$ cat src/rtl/pixel_write_sink.sv
// pixel_write_sink: buffers pixel writes, maps (x,y) to frame-buffer addresses and clears the screen
// Ports:
//   clk, reset_n         clock (posedge) and asynchronous active-low reset
//   x, y, colour         incoming pixel, taken when write_en && ready
//   write_en, ready      pixel handshake; ready only in normal running with FIFO space
//   clear_req            one-cycle pulse starting a full-screen clear
//   mem_addr, mem_data   frame-buffer write address (y*SCREEN_W + x) and colour
//   mem_we, mem_ready    memory handshake; a write completes when both are high
//   busy                 clearing, or any pixel still queued or being written
//   oob_count            saturating count of discarded off-screen pixels
module pixel_write_sink #(
    parameter int FIFO_DEPTH = 4,
    parameter int SCREEN_W = 160,
    parameter int SCREEN_H = 120,
    parameter logic [2:0] CLEAR_COLOUR = 3'b000
) (
    input  logic        clk,
    input  logic        reset_n,
    input  logic [7:0]  x,
    input  logic [6:0]  y,
    input  logic [2:0]  colour,
    input  logic        write_en,
    output logic        ready,
    input  logic        clear_req,
    output logic [14:0] mem_addr,
    output logic [2:0]  mem_data,
    output logic        mem_we,
    input  logic        mem_ready,
    output logic        busy,
    output logic [7:0]  oob_count
);
    localparam int PW = $clog2(FIFO_DEPTH);
    localparam logic [14:0] LAST_ADDR = 15'(SCREEN_W * SCREEN_H - 1);
    localparam logic [0:0] S_CLEAR = 1'b0;
    localparam logic [0:0] S_RUN = 1'b1;

    logic [0:0]  state;
    logic        clear_pend;
    logic [17:0] fifo_mem [FIFO_DEPTH];
    logic [PW-1:0] wr_ptr;
    logic [PW-1:0] rd_ptr;
    logic [PW:0] fifo_count;
    logic        fifo_full;
    logic        in_range;
    logic [14:0] pix_addr;
    logic        accept;
    logic        clear_hit;
    logic        push;
    logic        pop;
    logic        mem_done;

    // constant multiply reduces to (y<<7)+(y<<5) for a 160-wide screen; max 19199 fits 15 bits
    assign pix_addr   = 15'(y) * 15'(SCREEN_W) + 15'(x);
    assign in_range   = (32'(x) < 32'(SCREEN_W)) && (32'(y) < 32'(SCREEN_H));
    assign fifo_full  = fifo_count == (PW+1)'(FIFO_DEPTH);
    // clear_pend drops ready from the edge after clear_req while a held write drains
    assign ready      = (state == S_RUN) && !clear_pend && !fifo_full;
    assign accept     = write_en && ready;
    assign clear_hit  = (state == S_RUN) && (clear_req || clear_pend);
    assign push       = accept && in_range && !clear_hit;
    assign mem_done   = mem_we && mem_ready;
    assign pop        = (state == S_RUN) && !clear_hit && (fifo_count != '0) && (!mem_we || mem_done);
    assign busy       = (state == S_CLEAR) || (fifo_count != '0) || mem_we;

    always_ff @(posedge clk) begin
        if (push) fifo_mem[wr_ptr] <= {pix_addr, colour};
    end

    always_ff @(posedge clk or negedge reset_n) begin
        if (!reset_n) begin
            wr_ptr     <= '0;
            rd_ptr     <= '0;
            fifo_count <= '0;
        end else if (state == S_CLEAR || clear_hit) begin
            wr_ptr     <= '0;
            rd_ptr     <= '0;
            fifo_count <= '0;
        end else begin
            wr_ptr     <= wr_ptr + PW'(push);
            rd_ptr     <= rd_ptr + PW'(pop);
            fifo_count <= fifo_count + (PW+1)'(push) - (PW+1)'(pop);
        end
    end

    always_ff @(posedge clk or negedge reset_n) begin
        if (!reset_n) oob_count <= '0;
        else if (accept && !in_range && oob_count != 8'hff) oob_count <= oob_count + 8'd1;
    end

    // mem_addr doubles as the sweep counter while clearing
    always_ff @(posedge clk or negedge reset_n) begin
        if (!reset_n) begin
            state      <= S_CLEAR;
            clear_pend <= 1'b0;
            mem_we     <= 1'b0;
            mem_addr   <= '0;
            mem_data   <= '0;
        end else if (state == S_CLEAR) begin
            if (clear_req || !mem_we) begin
                mem_we   <= 1'b1;
                mem_addr <= '0;
                mem_data <= CLEAR_COLOUR;
            end else if (mem_ready) begin
                if (mem_addr == LAST_ADDR) begin
                    state  <= S_RUN;
                    mem_we <= 1'b0;
                end else begin
                    mem_addr <= mem_addr + 15'd1;
                end
            end
        end else if (clear_hit) begin
            if (!mem_we || mem_ready) begin
                state      <= S_CLEAR;
                clear_pend <= 1'b0;
                mem_we     <= 1'b1;
                mem_addr   <= '0;
                mem_data   <= CLEAR_COLOUR;
            end else begin
                clear_pend <= 1'b1;
            end
        end else if (pop) begin
            mem_we                <= 1'b1;
            {mem_addr, mem_data}  <= fifo_mem[rd_ptr];
        end else if (mem_done) begin
            mem_we <= 1'b0;
        end
    end
endmodule
$ cat config.mk
export PLATFORM = sky130hd
export DESIGN_NAME = pixel_write_sink
export DESIGN_NICKNAME = d
export VERILOG_FILES = /design/src/rtl/pixel_write_sink.sv
export SDC_FILE = /design/constraint.sdc
export NUM_CORES = 1
export LEC_CHECK = 0
export ABC_CLOCK_PERIOD_IN_PS = 3700
export CORE_MARGIN = 2
export CORE_UTILIZATION = 57
export DETAILED_ROUTE_END_ITERATION = 7
export GPL_ROUTABILITY_DRIVEN = 0
export PLACE_DENSITY = 0.8
export SLEW_MARGIN = 20
export SYNTH_ARGS = -nofsm -noshare
export SYNTH_HDL_FRONTEND = slang
export SYNTH_SLANG_ARGS = --single-unit
$ cat constraint.sdc
create_clock -name clk -period 3.7 [get_ports clk]
set_input_delay 0.555 -clock clk [delete_from_list [all_inputs] [get_ports clk]]
set_output_delay 0.555 -clock clk [all_outputs]
set_load 0.005 [all_outputs]
# Word-level counts from Yosys, hierarchy flattened
# Memory sizes are Yosys's and may differ from the RTL's.
# Index checks and enable logic that the tools add are counted.
# word_totals
regBits,36
ram_bits,72
in_bits,23
output_inout_bits,29
word_cells,92
n_memories,1
# memory_table
memory,depth,width,rd,rd_ports_with_merged_regs,wr,line,text
fifo_mem,4,18,1,0,1,39,logic [17:0] fifo_mem [FIFO_DEPTH];
# classes
n_addsub,7
n_mul,1
magnitude_cmp,2
eq_ne,7
muxes,31
n_bitwise,1
reduce_logical,33
# ops
operator,n
$mux 15,7
$mux 3,6
$mux 1,16
$add 15x1->15 const B,1
$add 15x8->15,1
$eq 15x15->1 const B,1
$logic_and 1x1->1,13
$mul 7x3->10 const B,1
$reduce_bool 3->1,3
$add 8x1->8 const B,1
$lt 8x8->1 const B,1
$ne 8x8->1 const B,1
$reduce_and 4->1,2
$logic_or 1x1->1,7
$lt 7x7->1 const B,1
$logic_not 1->1,5
$add 2x1->2,2
$mux 2,2
$ne 4x1->1 const B,1
$add 3x1->3,1
$eq 3x3->1 const B,1
$ne 3x1->1 const B,1
$ne 3x2->1 const B,1
$ne 3x3->1 const B,1
5 further kinds,5

# Logic depth before layout (Yosys ltp)
# Gate-level depths: netlist (run 1).
# logic_depth
word_depth,9
depth_mapped,12
mapped_depth_nobuf,11

# Worst setup path before layout (run 1)
# OpenSTA, ideal clock, no wires.
# synth_timing
path_type,input-to-reg
start,in y[3]
end,mem fifo_mem[2][0] (enable)
setup_time_ns,0.420
arrival_time_ns,2.768
t_required_ns,3.280
slack_ns,0.512
stages,4
path_buffers,0
path_cell_list,and4_1 -> or2_2 -> a211o_1 -> nor3b_1
# synth_between
elab_chain_cells,6
# synth_rtl
element,line,text
from (decl),20,"input logic [6:0] y,"
$lt 7x7->1,54,assign in_range = (32'(x) < 32'(SCREEN_W)) && (32'(y) < 32'(SCREEN_H));
$logic_and 1x1->1,54,
$logic_and 1x1->1 (2 in a row),60,assign push = accept && in_range && !clear_hit;
$mux 1,66,"if (push) fifo_mem[wr_ptr] <= {pix_addr, colour};"
$mux 1 (implied by the code),66,
to (decl),39,
# No other way between the ends.

# Final worst setup path (run 1)
# layout_timing
start,in y[4]
end,mem fifo_mem[1][17] (data pin)
# layout_between
elab_chain_cells,2
# layout_rtl
element,line,text
$mul 7x3->10,53,assign pix_addr = 15'(y) * 15'(SCREEN_W) + 15'(x);
$add 15x8->15,53,
net pix_addr[14],45,logic [14:0] pix_addr;
# The timed path passes the listed nets, and every way through them passes these cells.

==> out/metrics.cfg, run 1 <==
[outcome]
status=complete, no violations

[die]
die_area_sq_mm=0.00996
die_w_um=99.8
core_sq_mm=0.00881
boundaryPins=52
start_util_pct=59.4
rows=34
die_y_um=99.8

[yosys]
synth_most_common_cell=edfxtp_1
synth_top_family_by_area=simple AND/OR/NAND/NOR gates
seq_area_frac_synth_pct=58.6
ys_types=63
synthMuxAreaShare_pct=8.18
synth_nets=426
synthesis.area_sq_mm=0.00523
ys_top_cells_by_count=72 x edfxtp_1, 36 x dfrtp_1, 24 x nand2_1
avgSynthCellArea_sq_um=13.7
synth_compound_area_share_pct=10.6
synthArstFlopShare_pct=33.3
synth_warnings=0
synth_xor_area_share_pct=3.44
synth-simple-area-share_pct=11.1
synth_edf_count=72
synth_fa_ha_area_share_pct=5.69
yosys.area.top_type=edfxtp_1
ys_ff_latch=108
synth_ff_type=edfxtp_1
postSynthCellCount=381
synth_top_area_share_pct=41.3
netlist_top_cells_area=edfxtp_1 41%, dfrtp_1 17%, mux4_2 7.8%

[worst_setup_path]
worstSetupEndpointType=register
worst_path_most_repeated_cell=ha_1
r2r_slack_ns=0.78
cp_slowest_cell=o41ai_1
crit_arrival_ns=3.53
critical_path.max_fanout=5
cpPeakStageDelay_ns=0.68
ff2ff_path_depth=11
reg2reg_from=state
critPathRequiredTime_ns=3.77
path_class=primary input to register
crit_start=y[4]
path_cells=clkdlybuf4s50_1, ha_1, ha_1, a211oi_1, o21ai_0, or4_1, o41ai_1
start_kind=primary input

[sta]
fmax_mhz=289
skew_ns=0.0108
final_hold_viol_count=0
hold-worst-slack_ns=0.295
maxSlewHeadroom_pct=41.6
period_needed_ns=3.45
finalMaxSlewViolations=0
finalSetupViolations=0
tightest_slew_ns=0.876
rsz0062_at_grt=false
fin_crit_sh_pct=93.4

[finish]
fin_area_sq_mm=0.00611
layout-drive-gt1-share_pct=14.0
nets=484
fin_cells=552
syn_to_final_growth_pct=16.9
antennaDiodeCount=0
nFillCells=571

[clock_network]
cts.sinks=108
cts_tree=built
postCtsSetupBuffers=0
clkTransAtPathRegs_ns=0.10
cts_hold_buf=0
cts-htree-levels=3
cts_root_buf=clkbuf_8
clock_path_buffers=2
worstSkewPairLatency_ns=0.37
numCtsBuffers=9
cts_resized=0

[place]
place_area_sq_mm=0.00591
dpl.hpwl_mm=7.40
portBuffers=51
dp.cells=536

[grt]
grt_pass1_wl_mm=17.8
antenna_found_initial=0
grt.total_usage_pct=23.3
grt.overflow.total=0
grt_max_degree=37
grt_pass1_vias=3536

[power]
p_leak_nw=2.27
p_clk_share_pct=32.2
power_switching_share_pct=23.7
p_seq_share_pct=58.1
pwr-share-comb_pct=9.8
p_switching_uw=540
p_int_mw=1.74
power_density_mw_per_mm2=373
irDropWorstVdd_mv=0.262

[drt]
drt-pass1-iter-count=5
drc=0
detail-route-antenna-nets=0
vias=3528
drt_iter0_drc=271
drt-total-wl_mm=10.8
wl_per_cell_um=19.5
routed_via_density=6.39

[hold_path]
hold_class=primary input to async pin

[job]
maxCapViolations=0

final cells by class:
class | count | area, sq um | share of cell area (%)
Inverter | 16 | 60.1 | 0.983
Sequential cell | 108 | 3060 | 50.1
Timing Repair Buffer | 61 | 581 | 9.50
Tap cell | 108 | 135 | 2.21
Clock buffer | 9 | 124 | 2.03
Clock inverter | 7 | 82.6 | 1.35
Multi-Input combinational cell | 243 | 2070 | 33.8
per-layer routing:
metal	wire [um]	part of all wire, %	global-route usage (%)
met5	0	0	0
met3	703	6.5	4.04
met1	4530	42	32.7
met4	172	1.6	7.27
met2	5350	50	37.9
flip-flops by register name, indices dropped and copies added (netlist names):
| register | cells |
|---|---|
| mem_addr | 15 |
| wr_ptr | 2 |
| clear_pend | 1 |
| fifo_mem | 72 |
| mem_data | 3 |
| state | 1 |
| mem_we | 1 |
| oob_count | 8 |
| fifo_count | 3 |
| rd_ptr | 2 |
worst paths after layout:
check / endpoint
min in group clk: oob_count[7]
max reg2reg: fifo_count[2]
min reg2reg: oob_count[7]
max: fifo_mem[1][17]
max in group asynchronous: mem_addr[4]
min: mem_addr[12]
critical path: cells and delay by family:
kind,cells,cell delay [ns]
AO/OA/AOI/OAI,3,1.38
adder cells (fa/ha/maj),2,0.66
buffers and inverters,1,0.47
AND/OR/NAND/NOR,1,0.47
cells by family after synthesis:
logic type                 count (synthesis)
adders and majority gates                 22
and+or+nand+nor                          105
DFF                                      108
muxes                                     20
buffers and inverters                     30
AOI/OAI and AO/OA                         77
xor gates and xnor gates                  19
stage by stage:
stage,util [%],power [mW],setup WS [ns],setup TNS [ns]
after global routing,69.4,2.37,0.0628,0
after global placement,67.1,1.56,0.146,0
after floorplan,-,1.48,0.512,0
final,69.4,2.28,0.245,0
after detailed placement,67.1,1.57,-0.123,-0.490
after CTS,69.4,2.30,0.264,0
layout by cell type, fill, tap and decap left out, drive strengths merged, types with 4 or more instances in the layout:
master         count
nand3              8
nor2b              4
nor3b              4
buf               11
nand2             24
nand4              4
and2               6
a211oi             8
mux4              18
o21ai             13
o22ai              7
xor2              10
xnor2              8
dfrtp             36
nor2              20
a32oi              5
nor4               7
edfxtp            72
nor3               7
clkdlybuf4s50     50
o211ai             6
or2                4
ha                19
inv               19
a21oi              9
clkbuf             9
power by group through the flow:
stage	sequential [mW]	combinational, mW	clock (mW)
2_1_floorplan	1.35	0.130	0
3_3_place_gp	1.35	0.211	0
3_5_place_dp	1.35	0.222	0
4_1_cts	1.32	0.223	0.748
5_1_grt	1.33	0.250	0.792
6_report	1.32	0.223	0.733
Note: power is estimated with default switching activity, not from simulation.
==> inputs of run 2 (changes only) <==
--- a/config.mk
+++ b/config.mk
@@ -6,10 +6,10 @@
 export NUM_CORES = 1
 export LEC_CHECK = 0
 export ABC_CLOCK_PERIOD_IN_PS = 3700
+export CORE_ASPECT_RATIO = 1.4
 export CORE_MARGIN = 2
 export CORE_UTILIZATION = 57
 export DETAILED_ROUTE_END_ITERATION = 7
-export GPL_ROUTABILITY_DRIVEN = 0
 export PLACE_DENSITY = 0.8
 export SLEW_MARGIN = 20
 export SYNTH_ARGS = -nofsm -noshare
==> run 2 against run 1 <==
Net effect:
- total power up 7.5%
- sequential power about the same
- non-clock buffer count is 2 higher
- largest cell class unchanged
- via count is 0.20% lower
- wire length shrank 2.7%
- critical endpoint unchanged
- highest routed layer unchanged
==> out/metrics.cfg, run 2 (synthesized netlist as in run 1, its figures left out) <==
[power]
p_switching_uw=551
p_int_mw=1.90
p_leak_nw=2.31
p_clk_share_pct=36.9
p_seq_share_pct=54.0
irDropWorstVdd_mv=0.311
power_switching_share_pct=22.5
power_density_mw_per_mm2=395
pwr-share-comb_pct=9.0

[finish]
layout-drive-gt1-share_pct=14.1
largest_reg_flops=72
antennaDiodeCount=0
fin_area_sq_mm=0.00621
mostFrequentLayoutCells=72 x edfxtp_1, 50 x clkdlybuf4s50_1, 36 x dfrtp_1, 24 x nand2_1, 20 x nor2_1
nets=486
fin_cells=553
top_register=fifo_mem
final_common_cell=edfxtp_1
syn_to_final_growth_pct=18.7
top_regs=fifo_mem x72, mem_addr x15, oob_count x8

[job]
maxCapViolations=0

[grt]
grt.total_usage_pct=22.4
grtUsageMet2_pct=37.8
grt_pass1_vias=3614
grt_pass1_wl_mm=17.4
use_met1_pct=27.7
antenna_found_initial=0
grt_busiest_layer=met2
grtUsageMet3_pct=3.31
grt_max_degree=37
grt.overflow.total=0

[clock_network]
cts-htree-levels=3
numCtsBuffers=9
cts.sinks=108
postCtsSetupBuffers=0
cts_hold_buf=0
cts_root_buf=clkbuf_16
worstSkewPairLatency_ns=0.35
cts_tree=built
clock_path_buffers=2
cts_resized=0
clkTransAtPathRegs_ns=0.07

[worst_setup_path]
r2r_slack_ns=0.79
reg2reg_from=state
path_delay_family=compound AO/OA/AOI/OAI gates
critPathRequiredTime_ns=3.76
path_buf_inv=1
ff2ff_path_depth=11
path_class=primary input to register
critical_path.max_fanout=5
crit_arrival_ns=3.42
r2r_end=fifo_count[2]
worstSetupEndpointType=register
path_cells=clkdlybuf4s50_1, ha_1, ha_1, a211oi_1, o21ai_0, or4_1, o41ai_1
cp_slowest_cell=o41ai_1
start_kind=primary input
cpPeakStageDelay_ns=0.65
worst_path_most_repeated_cell=ha_1

[drt]
routed_via_density=6.37
vias=3521
drt-total-wl_mm=10.5
drt-pass1-iter-count=4
drt_iter0_drc=243
detail-route-antenna-nets=0
drc=0
wl_per_cell_um=18.9

[die]
boundaryPins=52
die_y_um=117
die_area_sq_mm=0.00997
core_sq_mm=0.00898
start_util_pct=58.3
die_w_um=85.0
rows=41

[sta]
period_needed_ns=3.36
tightest_slew_ns=0.889
finalSetupViolations=0
finalMaxSlewViolations=0
maxSlewHeadroom_pct=40.8
skew_ns=0.00878
fin_ws_ns=0.337
final_hold_viol_count=0
fin_crit_sh_pct=90.9
fmax_mhz=297
rsz0062_at_grt=false
hold-worst-slack_ns=0.310

[hold_path]
hold_class=primary input to async pin

[place]
dp.cells=537
portBuffers=51
post-place-ws_ns=-0.0242
dpl.hpwl_mm=7.18
place_area_sq_mm=0.00592
place.gp.congestion=0.853

[outcome]
status=complete, no violations

run 2: changes by cell type in the layout (fill, tap and decap cells not counted):
cell / change
clkbuf_8: -8
bufinv_16: -1
clkbuf_16: +9
inv_8: -1
clkbuf_1: +1
clkinvlp_4: +1
buf_4: +2
clkinv_2: -1
run 2: area by class of cell:
type	instances	area [sq um]
Multi-Input combinational cell	243	2070
Clock buffer	11	243
Sequential cell	108	3060
Tap cell	107	134
Clock inverter	5	43.8
Inverter	16	60.1
Fill cell	589	2770
Timing Repair Buffer	63	596
run 2: power by group through the flow:
stage               sequential (mW)  clock [mW]  combinational, mW
floorplan                      1.35           0              0.130
global placement               1.35           0              0.211
detailed placement             1.35           0              0.220
CTS                            1.32       0.929              0.222
global route                   1.33       0.972              0.248
finish                         1.32       0.905              0.221
run 2: routing by layer:
layer / vias up / part of all wire [%]
li1: 1609 / -
met1: 1745 / 40
met2: 134 / 53
met3: 33 / 4.1
met4: 0 / 3.2
met5: - / 0
run 2: how the worst max path moves through the flow:
stage | end | slack [ns] | from | depth (start not counted)
floorplan | fifo_mem[2][0] | 0.51 | y[3] | 4
global placement | fifo_mem[0][17] | 0.19 | y[1] | 8
detailed placement | fifo_mem[0][17] | -0.02 | y[4] | 7
CTS | fifo_mem[1][17] | 0.33 | y[4] | 7
global route | fifo_mem[1][17] | 0.15 | y[4] | 7
finish | fifo_mem[1][17] | 0.34 | y[4] | 7
run 2: metrics by stage:
stage / setup TNS [ns] / total power, mW / utilization [%]
3_3_place_gp: 0 / 1.56 / 65.9
4_1_cts: 0 / 2.47 / 69.1
5_1_grt: 0 / 2.55 / 69.1
3_5_place_dp: -0.0965 / 1.57 / 65.9
6_report: 0 / 2.45 / 69.1
2_1_floorplan: 0 / 1.48 / -
